`src/rtl/uart_pkg.sv`:
```
// Shared types and constants for the UART transmit path.
package uart_pkg;

  typedef enum logic [2:0] {
    IDLE,
    START,
    DATA,
    PARITY,
    STOP
  } tx_state_t;

  localparam logic [1:0] PAR_NONE = 2'b00;
  localparam logic [1:0] PAR_EVEN = 2'b01;
  localparam logic [1:0] PAR_ODD  = 2'b10;

  localparam logic IDLE_LEVEL = 1'b1;

  // Mode 2'b11 is treated as no parity.
  function automatic logic par_enabled(input logic [1:0] mode);
    return (mode == PAR_EVEN) || (mode == PAR_ODD);
  endfunction

endpackage

```
`src/rtl/uart_bit_timer.sv`:
```
// Oversample tick counter: flags the last tick of a bit (or of a double-length bit).
module uart_bit_timer #(
  parameter int OVERSAMPLE = 16
) (
  input  logic BCLK,
  input  logic reset_n,
  input  logic clear,
  input  logic len2x,
  output logic bit_end
);
  localparam int CW = $clog2(OVERSAMPLE) + 1;
  localparam logic [CW-1:0] LAST_1X = CW'(OVERSAMPLE - 1);
  localparam logic [CW-1:0] LAST_2X = CW'(2 * OVERSAMPLE - 1);

  logic [CW-1:0] tick_cnt;

  assign bit_end = (tick_cnt == (len2x ? LAST_2X : LAST_1X));

  always_ff @(posedge BCLK or negedge reset_n) begin
    if (!reset_n) begin
      tick_cnt <= '0;
    end else if (clear || bit_end) begin
      tick_cnt <= '0;
    end else begin
      tick_cnt <= tick_cnt + 1'b1;
    end
  end

endmodule

```
`src/rtl/uart_tx_frame.sv`:
```
// UART transmitter: holding buffer, frame FSM, shift register and bit counter.
//   state  | meaning
//   IDLE   | line high, waiting for a buffered word
//   START  | start bit (low)
//   DATA   | data bits, LSB first
//   PARITY | parity bit, only when enabled for this frame
//   STOP   | one or two stop bits; reloads directly when the buffer is full
module uart_tx_frame
  import uart_pkg::*;
#(
  parameter int OVERSAMPLE = 16,
  parameter int DATA_WIDTH = 8
) (
  input  logic                  BCLK,
  input  logic                  reset_n,
  input  logic [DATA_WIDTH-1:0] tx_din,
  input  logic                  tx_valid,
  output logic                  tx_ready,
  input  logic [1:0]            cfg_parity,
  input  logic                  cfg_two_stop,
  output logic                  tx,
  output logic                  tx_busy,
  output logic                  tx_done
);
  localparam int BCW = $clog2(DATA_WIDTH);
  localparam logic [BCW-1:0] BIT_LAST = BCW'(DATA_WIDTH - 1);

  tx_state_t             state, state_nxt;
  logic [DATA_WIDTH-1:0] buf_data;
  logic [1:0]            buf_par;
  logic                  buf_two_stop;
  logic                  full, full_nxt;
  logic [DATA_WIDTH-1:0] shift, shift_nxt;
  logic [BCW-1:0]        bit_cnt, bit_cnt_nxt;
  logic                  par_bit, par_bit_nxt;
  logic                  par_en, par_en_nxt;
  logic                  two_stop, two_stop_nxt;
  logic                  accept, load, bit_end;

  assign tx_ready = ~full;
  assign accept   = tx_valid & tx_ready;
  assign tx_busy  = (state != IDLE);

  uart_bit_timer #(.OVERSAMPLE(OVERSAMPLE)) u_timer (
    .BCLK    (BCLK),
    .reset_n (reset_n),
    .clear   (state == IDLE),
    .len2x   ((state == STOP) && two_stop),
    .bit_end (bit_end)
  );

  always_ff @(posedge BCLK or negedge reset_n) begin
    if (!reset_n) begin
      buf_data     <= '0;
      buf_par      <= PAR_NONE;
      buf_two_stop <= 1'b0;
    end else if (accept) begin
      buf_data     <= tx_din;
      buf_par      <= cfg_parity;
      buf_two_stop <= cfg_two_stop;
    end
  end

  always_ff @(posedge BCLK or negedge reset_n) begin
    if (!reset_n) begin
      state    <= IDLE;
      full     <= 1'b0;
      shift    <= '0;
      bit_cnt  <= '0;
      par_bit  <= 1'b0;
      par_en   <= 1'b0;
      two_stop <= 1'b0;
    end else begin
      state    <= state_nxt;
      full     <= full_nxt;
      shift    <= shift_nxt;
      bit_cnt  <= bit_cnt_nxt;
      par_bit  <= par_bit_nxt;
      par_en   <= par_en_nxt;
      two_stop <= two_stop_nxt;
    end
  end

  always_comb begin
    state_nxt    = state;
    shift_nxt    = shift;
    bit_cnt_nxt  = bit_cnt;
    par_bit_nxt  = par_bit;
    par_en_nxt   = par_en;
    two_stop_nxt = two_stop;
    load         = 1'b0;
    tx           = IDLE_LEVEL;
    tx_done      = 1'b0;

    case (state)
      IDLE: begin
        if (full) load = 1'b1;
      end
      START: begin
        tx = 1'b0;
        if (bit_end) state_nxt = DATA;
      end
      DATA: begin
        tx = shift[0];
        if (bit_end) begin
          shift_nxt   = shift >> 1;
          bit_cnt_nxt = bit_cnt + 1'b1;
          if (bit_cnt == BIT_LAST) state_nxt = par_en ? PARITY : STOP;
        end
      end
      PARITY: begin
        tx = par_bit;
        if (bit_end) state_nxt = STOP;
      end
      STOP: begin
        if (bit_end) begin
          tx_done = 1'b1;
          if (full) load = 1'b1;
          else      state_nxt = IDLE;
        end
      end
      default: state_nxt = IDLE;
    endcase

    // Frame config and parity are frozen at load so mid-frame cfg changes are ignored.
    if (load) begin
      state_nxt    = START;
      shift_nxt    = buf_data;
      bit_cnt_nxt  = '0;
      par_en_nxt   = par_enabled(buf_par);
      par_bit_nxt  = (^buf_data) ^ (buf_par == PAR_ODD);
      two_stop_nxt = buf_two_stop;
    end

    full_nxt = full;
    if (load)   full_nxt = 1'b0;
    if (accept) full_nxt = 1'b1;
  end

endmodule

```
`config.mk`:
```
export PLATFORM = sky130hd
export DESIGN_NAME = uart_tx_frame
export DESIGN_NICKNAME = d
export VERILOG_FILES = /design/src/rtl/uart_pkg.sv /design/src/rtl/uart_bit_timer.sv /design/src/rtl/uart_tx_frame.sv
export SDC_FILE = /design/constraint.sdc
export NUM_CORES = 1
export LEC_CHECK = 0
export ABC_AREA = 1
export CELL_PAD_IN_SITES_DETAIL_PLACEMENT = 1
export CELL_PAD_IN_SITES_GLOBAL_PLACEMENT = 1
export CORE_MARGIN = 1
export CORE_UTILIZATION = 42
export CTS_CLUSTER_SIZE = 20
export DETAILED_ROUTE_END_ITERATION = 16
export MAX_ROUTING_LAYER = met4
export PLACE_DENSITY_LB_ADDON = 0.1
export SLEW_MARGIN = 10
export SYNTH_ARGS = -nofsm -noshare
export SYNTH_HDL_FRONTEND = slang
export SYNTH_SLANG_ARGS = --single-unit
```
`constraint.sdc`:
```
create_clock -name BCLK -period 1.61 [get_ports BCLK]
set_input_delay 0.322 -clock BCLK [delete_from_list [all_inputs] [get_ports BCLK]]
set_output_delay 0.322 -clock BCLK [all_outputs]
set_load 0.05 [all_outputs]
```
After elaboration in Yosys (flattened, before gate mapping)
Cells that the tools add are included.
{ "classes": {"muxes": 25, "n_bitwise": 3, "addsub": 2, "n_eq_ne": 15, "reduce_logical": 11} }
{ "ops": {"columns": ["cell", "count"], "rows": [
  ["3-bit 2-to-1 mux", 11],
  ["8-bit 2-to-1 mux", 3],
  ["3-bit one-hot mux with 5 select lines", 1],
  ["3-bit by 2-bit != test with 1-bit output, second input constant", 4],
  ["5-bit 2-to-1 mux", 2],
  ["8-bit XOR reduction", 1],
  ["7-bit AND reduction", 1],
  ["3-bit by 2-bit equality test with 1-bit output, second input constant", 2],
  ["3-bit equality test, second input constant", 2],
  ["1-bit 2-to-1 mux", 6],
  ["3-bit != test, second input constant", 2],
  ["2-bit nonzero test", 3],
  ["5-bit by 1-bit adder with 5-bit output, second input constant", 1],
  ["5-bit equality test", 1],
  ["3-bit by 1-bit adder with 3-bit output, second input constant", 1],
  ["3-bit by 1-bit equality test with 1-bit output, second input constant", 1],
  ["3-bit logical NOT", 1],
  ["1-bit one-hot mux with 3 select lines", 1],
  ["3-bit nonzero test", 1],
  ["2-bit by 1-bit equality test with 1-bit output, second input constant", 1],
  ["2-bit equality test, second input constant", 1],
  ["1-bit logical OR", 2],
  ["2-bit != test, second input constant", 1],
  ["1-bit one-hot mux with 2 select lines", 1],
  ["other kinds (5)", 5]
]} }
{ "totals": {"ff_bits": 34, "in_bits": 14, "output_inout_bits": 4} }

Logic depth before layout (Yosys ltp)
{ "logic_depth": {"ltp_word": 8, "mapped_depth": 11, "mapped_depth_nobuf": 10} }

Cells and area by module
From an unflattened synthesis, not the netlist that was laid out.
{ "unflattened": {"cells_unflattened": 219, "area_unflattened_um2": 1813.0} }
{ "modules_own_cells": {"columns": ["module", "cells_each", "area_each_um2", "n_inst", "seq_area_each_um2"], "rows": [
  ["uart_tx_frame", 186, 1551.5, 1, 725.7],
  ["uart_bit_timer", 33, 261.5, 1, 125.1]
]} }

Least setup slack after synthesis
No wires, ideal clock.
{ "synth_path": {"kind": "register to output", "start": "register u_timer.tick_cnt[0]", "end": "output tx_done", "path_buffers": 0, "required_time_ns": 1.288, "path_slack_ns": -0.276, "arrival_ns": 1.564, "path_stages_with_launch": 6, "path_cell_list": "dfrtp_1 ha_1 nand2_1 nor2_8 nand3_2 nor2_1"} }
{ "synth_via": {"elab_chain_cells": 3} }
{ "synth_lines": {"columns": ["item", "line_no", "source"], "rows": [
  ["start, declared", "uart_bit_timer.sv:15", "logic [CW-1:0] tick_cnt;"],
  ["start signal, assigned", "uart_bit_timer.sv:25", "tick_cnt <= tick_cnt + 1'b1;"],
  ["5-bit equality test", "uart_bit_timer.sv:17", "assign bit_end = (tick_cnt == (len2x ? LAST_2X : LAST_1X));"],
  ["1-bit 2-to-1 mux", "uart_tx_frame.sv:116", "if (bit_end) begin"],
  ["1-bit 2-to-1 mux", "uart_tx_frame.sv:95", "case (state)"],
  ["end, declared", "uart_tx_frame.sv:23", "output logic tx_done"]
]} }
No other way between the ends.

Final worst setup path
{ "layout_path": {"start": "register state[0]", "end": "output tx"} }
{ "layout_via": {"elab_chain_cells": 2} }
{ "layout_lines": {"columns": ["item", "line_no", "source"], "rows": [
  ["start, declared", "uart_tx_frame.sv:28", "tx_state_t state, state_nxt;"],
  ["start signal, assigned", "uart_tx_frame.sv:74", "state <= state_nxt;"],
  ["3-bit by 2-bit equality test with 1-bit output / 3-bit by 1-bit equality test with 1-bit output (equally long branches)", "uart_tx_frame.sv:95", null],
  ["1-bit one-hot mux with 3 select lines (*)", "uart_tx_frame.sv:95", null],
  ["end, declared", "uart_tx_frame.sv:21", "output logic tx,"]
]} }
Every way passes the cells marked *; elsewhere a longest branch is shown, timed or not.

==> flow_summary_export.csv <==
group,metric,value,unit
outcome,outcome,"finished with violations",
outcome,violations,"setup timing",
clocking,root_buffer,"clkbuf_8",
logic_synthesis,netlist_instances,208,
power_and_ir_drop,powerDensity,846.3,nW/um2
logic_synthesis,synth_common_cells,"nand2_1 (64), dfrtp_1 (34), inv_1 (22)",
clocking,htree_levels,2,
sta,fin_ws,-165.8,ps
clocking,insertion_delay,290,ps
power_and_ir_drop,vdd_drop_max,0.6198,mV
setup_path,path_max_fanout,5,
logic_synthesis,synth_top_area_share,47.89,%
setup_path,crit_arrival,1450,ps
routing,drtAntennaViolNets,0,
placement,routabilityCongestion,0.8660,
sta,clock_skew,7.647,ps
setup_path,endpoint_kind,"output port",
clocking,cts_buffer_depth,2,
setup_path,reg2reg_to,"shift[3]",
logic_synthesis,syn_area_per_cell,8.542,um2
layout,nFillCells,463,
logic_synthesis,yosysSeqAreaShare,47.89,%
sta,final.min_clock_period,1776,ps
sta,slew_headroom,75.48,%
logic_synthesis,synthAdderAreaFrac,2.817,%
routing,wl_per_cell,15.77,um
logic_synthesis,synth-xor-area-share,1.972,%
setup_path,start_kind,"flip-flop",
floorplanning,die_area,4494,um2
routing,routed_wl,4.777,mm
placement,place_area,2078,um2
layout,syn2layout_area_growth,38.45,%
layout,fin_area,2460,um2
logic_synthesis,synth.most_common_cell,"nand2_1",
logic_synthesis,yosysTopAreaCell,"dfrtp_1",
clocking,cts_buffers,5,
setup_path,r2r_cells,11,
sta,hold-worst-slack,403.0,ps
placement,dp_hpwl,3.078,mm
global_routing,grt_pass1_vias,1647,
routing,dr.pass1.iters,3,
logic_synthesis,synth_nets,226,
floorplanning,core,4029,um2
placement,io_buffers,17,
routing,vias,1560,
routing,drtIter0Drc,53,
sta,rsz0062_at_grt,"yes",
routing,drc,0,
floorplanning,io_pins,18,
hold_path,hold_path_class,"input pin to async pin",
logic_synthesis,synth.area.mux_share,1.901,%
global_routing,antenna_found_initial,0,
sta,setup_viol,18,
power_and_ir_drop,leakagePower,1.249,nW
logic_synthesis,synth_edf_count,0,
layout,layout.nets,271,
sta,tightest_slew,367.4,ps
setup_path,crit_end,"tx",
logic_synthesis,ys.warnings.count,0,
setup_path,required,1290,ps
setup_path,reg2reg_from,"u_timer.tick_cnt[0]",
run,maxCapViolCount,0,
logic_synthesis,synth.area.top_cells,"dfrtp_1 (48%), nand2_1 (14%), nand3_2 (5.1%)",
placement,pre_cts_ws,-21.03,ps
sta,finalHoldViolCount,0,
power_and_ir_drop,total_power,2.082,mW
logic_synthesis,netlist_area,1777,um2
setup_path,rrSetupSlack,-120,ps
setup_path,crit_start,"state[0]",
sta,post-route-period-util,110.3,%
global_routing,grt_overflow_total,0,
logic_synthesis,synth_cell_types,26,
sta,slew_violations,0,
layout,drive_gt1_share,35.57,%
sta,clock.fmax,0.5631,GHz
logic_synthesis,yosys.area_share.simple,31.62,%
logic_synthesis,synth_top_family_by_area,"simple AND/OR/NAND/NOR gates",
logic_synthesis,synth-async-reset-ratio,100.0,%
routing,avgViaCountPerCell,5.149,
floorplanning,die_w,67.04,um
floorplanning,row_count,23,
clocking,cts_tree,"done",
floorplanning,die_h,67.04,um
global_routing,track_usage,23.48,%
setup_path,path_class,"flip-flop to output port",
floorplanning,initial_core_util,44.10,%
global_routing,grt_first_pass_wirelength,7.534,mm
logic_synthesis,ys_ff_latch,34,
clocking,path_clk_slew,70,ps
global_routing,grt_max_degree,35,
layout,antenna_cells,0,
clocking,cts_sinks,34,
logic_synthesis,synth_compound_area_share,5.704,%
logic_synthesis,synth_flop_cell,"dfrtp_1",
what timing repair did:
| action | CTS | global route |
|---|---|---|
| cloned | 0 | 2 |
| pin swaps | 6 | 10 |
| resized for setup | 16 | 28 |
| setup buffers | 12 | 5 |
| hold buffers | 0 | 0 |
| endpoints found under the setup margin | 6 | 21 |
logic make-up after synthesis:
kind of cell / Yosys count
multiplexers: 3
AND/OR/NAND/NOR: 116
AO/OA/AOI/OAI: 17
XOR/XNOR: 4
adder cells (fa/ha/maj): 4
buffers and inverters: 30
flip-flops: 34
how the worst min path moves through the flow:
stage                               end  slack (ps)
floorplan                    bit_cnt[0]          30
global placement    u_timer.tick_cnt[0]         440
detailed placement  u_timer.tick_cnt[0]         470
CTS                 u_timer.tick_cnt[1]         410
global route                    par_bit         410
finish                         state[2]         400
state kept, by name, summed over array words and instances, names as in the netlist:
signal / cells
par_bit: 1
buf_data: 8
shift: 8
buf_par: 2
full: 1
state: 3
buf_two_stop: 1
u_timer.tick_cnt: 5
bit_cnt: 3
par_en: 1
two_stop: 1
layout make-up:
cell class	count	area [um2]	area share [%]
timing repair buffer	43	429.2	17.45
inverter	24	95.09	3.866
clock inverter	2	10.01	0.4069
sequential	34	853.3	34.69
multi-input combinational	145	940.9	38.25
tap	50	62.56	2.543
clock buffer	5	68.82	2.798
placed cells by master (no fill, tap or decap):
cell type and instances:
a21oi_2 1, a31oi_1 1, nand2_4 6, clkbuf_8 5, inv_4 2, nand2_8 1
buf_4 22, ha_1 3, nand2_1 47, nor3b_2 1, nand3_2 11, dfrtp_2 2
o22ai_1 1, nor2_4 2, nand4_1 5, nand3_1 10, ha_4 1, inv_2 3
o21ai_0 2, nand2_2 13, xor2_1 4, inv_1 19, dfrtp_1 32, buf_6 3
clkinv_2 2, nor2_2 1, clkdlybuf4s50_1 13, nor2_8 1, nand3_4 2, o21ai_2 2
a21oi_1 9, a21boi_4 1, nor2_1 17, mux2_2 3, buf_12 5
worst max-delay path, cell delays in order, from the launching register on:
cell and delay (ps):
dfrtp_1 400, nor2_4 80, inv_1 100, nand2_1 110, a31oi_1 230, nand2_2 100
buf_12 160
stage by stage:
step / std cells / utilization (%) / setup TNS (ps)
6_report: 303 / 61.06 / -1286
5_1_grt: 303 / 61.06 / -3527
4_1_cts: 296 / 56.86 / -268.4
3_5_place_dp: 277 / 51.58 / -25.04
3_3_place_gp: 277 / 51.58 / 0
2_1_floorplan: 208 / - / 0
routing by layer:
metal | up-vias | share of wire, % | global-route usage (%)
met2 | 24 | 56 | 42.63
met4 | 0 | 2.5 | 6.649
met1 | 770 | 40 | 25.96
li1 | 753 | - | -
met3 | 13 | 2.0 | 4.110
met5 | - | 0 | -
report_power, final:
| part | internal [mW] | switching, mW |
|---|---|---|
| combinational | 0.179 | 0.267 |
| clock | 0.290 | 0.316 |
| sequential | 0.950 | 0.0800 |
| total | 1.42 | 0.663 |
Note: power is estimated with default switching activity, not from simulation.
==> edit 1: new RTL, config.mk and constraints unchanged <==
Add an input register stage for `cfg_two_stop`, with the module's reset; this delays it by one clock. The other inputs are not delayed to match.
--- a/src/rtl/uart_tx_frame.sv
+++ b/src/rtl/uart_tx_frame.sv
@@ -26,2 +26,12 @@
   localparam logic [BCW-1:0] BIT_LAST = BCW'(DATA_WIDTH - 1);
+
+  logic cfg_two_stop_q;
+
+  always_ff @(posedge BCLK or negedge reset_n) begin
+    if (!reset_n) begin
+      cfg_two_stop_q <= '0;
+    end else begin
+      cfg_two_stop_q <= cfg_two_stop;
+    end
+  end
 
@@ -59,3 +69,3 @@
       buf_par      <= cfg_parity;
-      buf_two_stop <= cfg_two_stop;
+      buf_two_stop <= cfg_two_stop_q;
     end
Behaviour: no difference found for any inputs over 10 cycles, from zero or initial values and one cycle with reset_n low; that may be too few to reach the edited logic, so the function may still have changed.
==> edit 1 against the unedited design <==
- the run still ends with setup timing left
- total power up 9.1%
- first-iteration DRC count up 110%
- final area up 13%
- sequential cell count up 1
- clock skew up 0.0028 ns
- worst setup slack worse by 0.10 ns
- area after synthesis down 5.1%
- clock power up 11%
- non-clock buffer count up 18
- sequential power up 4%
- maximum frequency down 5.4%
- wire length up 58%
==> edit 1: results <==
{
  "cp_max_fo": 6,
  "grt_pass1_wl_um": 8600,
  "finalWorstSetupSlack_ns": -0.268,
  "clock_latency_ns": 0.31,
  "synth.area.top_cells": "dfrtp_1 52%, nand2_1 11%, nand3_1 7.7%, mux2_2 4.0%, nor2_1 3.3%",
  "clk_pin_slew_ns": 0.09,
  "grt_pass1_vias": 1769,
  "drt-wirelength-per-cell_um": 25.0,
  "slew-limit-headroom": 0.744,
  "leakagePower_nw": 1.32,
  "outcome": "complete, but fails checks",
  "violations": "setup timing",
  "dr.pass1.iters": 4,
  "drive_gt1_frac": 0.492,
  "die_w_um": 65.4,
  "drt-initial-drc-count": 111,
  "timing.rr.start": "u_timer.tick_cnt[1]$_DFF_PN0_",
  "critPathTopFamily": "simple AND/OR/NAND/NOR gates",
  "peakVddDrop_v": 0.000686,
  "hpwlAfterDp_um": 2910,
  "final-setup-viol-count": 26,
  "via_per_inst": 5.80,
  "synth_nets": 206,
  "ys_top_cells_by_count": "48 x nand2_1, 35 x dfrtp_1, 26 x nand3_1, 15 x nor2_1, 14 x inv_1",
  "grt_max_degree": 36
}
edit 1: cell count changes after synthesis, sizes merged, moves of 3 or more:
cell | unedited run | this run
inv | 24 | 17
mux2 | 3 | 6
nand2 | 66 | 51
nand3 | 23 | 27
nor2 | 21 | 16
edit 1: cell families (layout without fill, tap and decap cells):
logic type / after synthesis / in the layout / synth area share
simple gates: 98 / 98 / 0.269
fa+ha+maj: 4 / 4 / 0.0297
mux: 6 / 6 / 0.0401
buf+inv: 21 / 87 / 0.0564
flops: 35 / 35 / 0.519
xor+xnor: 5 / 5 / 0.0260
compound gates: 19 / 19 / 0.0601
edit 1: metal layers:
| metal | GRT usage | up-vias | part of all wire |
|---|---|---|---|
| li1 | - | 747 | - |
| met1 | 0.291 | 858 | 0.35 |
| met2 | 0.536 | 100 | 0.52 |
| met3 | 0.0590 | 46 | 0.056 |
| met4 | 0.149 | 0 | 0.069 |
| met5 | - | - | 0 |
edit 1: final cells by class:
cell class	count	area (sq um)
inverters	17	81.3
flip-flops and latches	35	878
clock buffers	6	72.6
clock inverters	2	12.5
well taps	48	60.1
repair buffers	61	659
multi-input cells	132	1000
fillers	368	965
repair inverters	1	11.3
edit 1: stage by stage:
stage	std cells	hold slack (ns)	power [mW]	util	cell area, sq um
floorplan	188	0.0264	1.35	-	1690
global placement	262	0.460	1.48	0.546	2040
detailed placement	262	0.478	1.51	0.546	2040
CTS	283	0.412	2.13	0.647	2420
global route	302	0.429	2.34	0.742	2780
finish	302	0.407	2.27	0.742	2780
edit 1: worst paths after layout:
| path | end | cells past startpoint |
|---|---|---|
| max in group asynchronous | state[2]$_DFFE_PN0P_ | 2 |
| hold reg to reg | buf_par[1]$_DFFE_PN0P_ | 1 |
| min in group BCLK | cfg_two_stop_q$_DFF_PN0_ | 1 |
| setup reg to reg | shift[3]$_DFFE_PN0P_ | 12 |
| hold / removal | shift[5]$_DFFE_PN0P_ | 2 |
| setup / recovery | shift[3]$_DFFE_PN0P_ | 12 |
edit 1: what timing repair did:
| item | 4_1_cts | 5_1_grt |
|---|---|---|
| pin swaps | 19 | 17 |
| resized for setup | 51 | 47 |
| endpoints found under the setup margin | 16 | 22 |
| gates cloned | 2 | 1 |
| setup buffers | 12 | 19 |
edit 1: power breakdown:
part,internal [mW],switching [mW],total (mW)
Clock,0.303,0.369,0.672
Combinational,0.213,0.312,0.526
Sequential,0.978,0.0960,1.07
Total,1.49,0.777,2.27
edit 1: worst register-to-register path: cells and delay by family, from the launching register on:
family	cells	cell delay (ns)
simple gates	7	0.71
buf+inv	4	0.52
flops	1	0.39
fa+ha+maj	1	0.22
==> edit 2: new RTL, same flow settings <==
Without the edit above. Set the parameter `DATA_WIDTH` to 4 (it was 8).
--- a/src/rtl/uart_tx_frame.sv
+++ b/src/rtl/uart_tx_frame.sv
@@ -11,3 +11,3 @@
   parameter int OVERSAMPLE = 16,
-  parameter int DATA_WIDTH = 8
+  parameter int DATA_WIDTH = 4
 ) (
Interface: changed (resized tx_din); port bits go from 18 to 14. The function was not compared with the original's and may differ.
==> edit 2 against the unedited design <==
- sequential cell count down 9
- clock power is 53% lower
- sequential power shrank 29%
- area after synthesis fell by 25%
- sequential share of layout area fell by 0.33 points
- wire length down 26%
- final area down 26%
- the flow still finishes with violations (setup timing)
- largest power group unchanged
- final cell count decreased by 22%
- critical path type unchanged
- worst setup slack worse by 0.075 ns
- total power fell by 38%
==> edit 2: results <==
{
  "peakVddDrop_v": 0.000668,
  "clock_buffers": 4,
  "timing.rr.start": "state[0]$_DFFE_PN0P_",
  "violations": "setup timing",
  "worstMarginPinSlew_ns": 0.324,
  "cts-root-buf": "clkbuf_4",
  "seq_area_sq_um": 629,
  "finalWorstSetupSlack_ns": -0.241,
  "dp_slack_ns": -0.0484,
  "finClkSkew_ns": 0.00458,
  "cts.sinks": 25,
  "clk_pin_slew_ns": 0.14,
  "buffers_excl_clock": 37,
  "top_regs": "u_timer.tick_cnt x5, buf_data x4, shift x4",
  "drt-initial-drc-count": 71,
  "port_buffers": 13,
  "synth_nets": 166,
  "outcome": "complete, but fails checks",
  "ys_types": 28,
  "hpwlAfterDp_um": 2230,
  "clock_latency_ns": 0.32,
  "comb_power_mw": 0.270,
  "dr.pass1.iters": 4,
  "r2r_setup_slack_ns": -0.05,
  "final-setup-viol-count": 10,
  "crit_arrival_ns": 1.53,
  "p_clk_mw": 0.282,
  "swShare": 0.284,
  "setup.worst_path.start": "u_timer.tick_cnt[1]$_DFF_PN0_",
  "synth_cells": 153
}
## edit 2: changes by cell type after synthesis, sizes merged, moves of 2 or more
cell / delta
nand2: -17
dfrtp: -9
nand3: -9
inv: -8
a21oi: -5
nor2: -5
buf: -2
nand3b: +2
nor3: +2
## edit 2: layer usage
metal	up-vias	global-route usage	wire [um]	part of all wire
met5	-	-	0	0
met4	0	0.0612	70	0.020
met3	8	0.0268	76	0.021
met2	22	0.378	1890	0.53
met1	585	0.257	1520	0.43
li1	569	-	-	-
## edit 2: logic make-up (layout without fill, tap and decap cells)
| kind of cell | count (synthesis) | after routing | synth area share |
|---|---|---|---|
| compound gates | 10 | 10 | 0.0405 |
| mux | 4 | 4 | 0.0339 |
| flops | 25 | 25 | 0.470 |
| fa+ha+maj | 3 | 3 | 0.0282 |
| buf+inv | 19 | 57 | 0.0658 |
| simple gates | 89 | 90 | 0.341 |
| xor+xnor | 3 | 3 | 0.0198 |
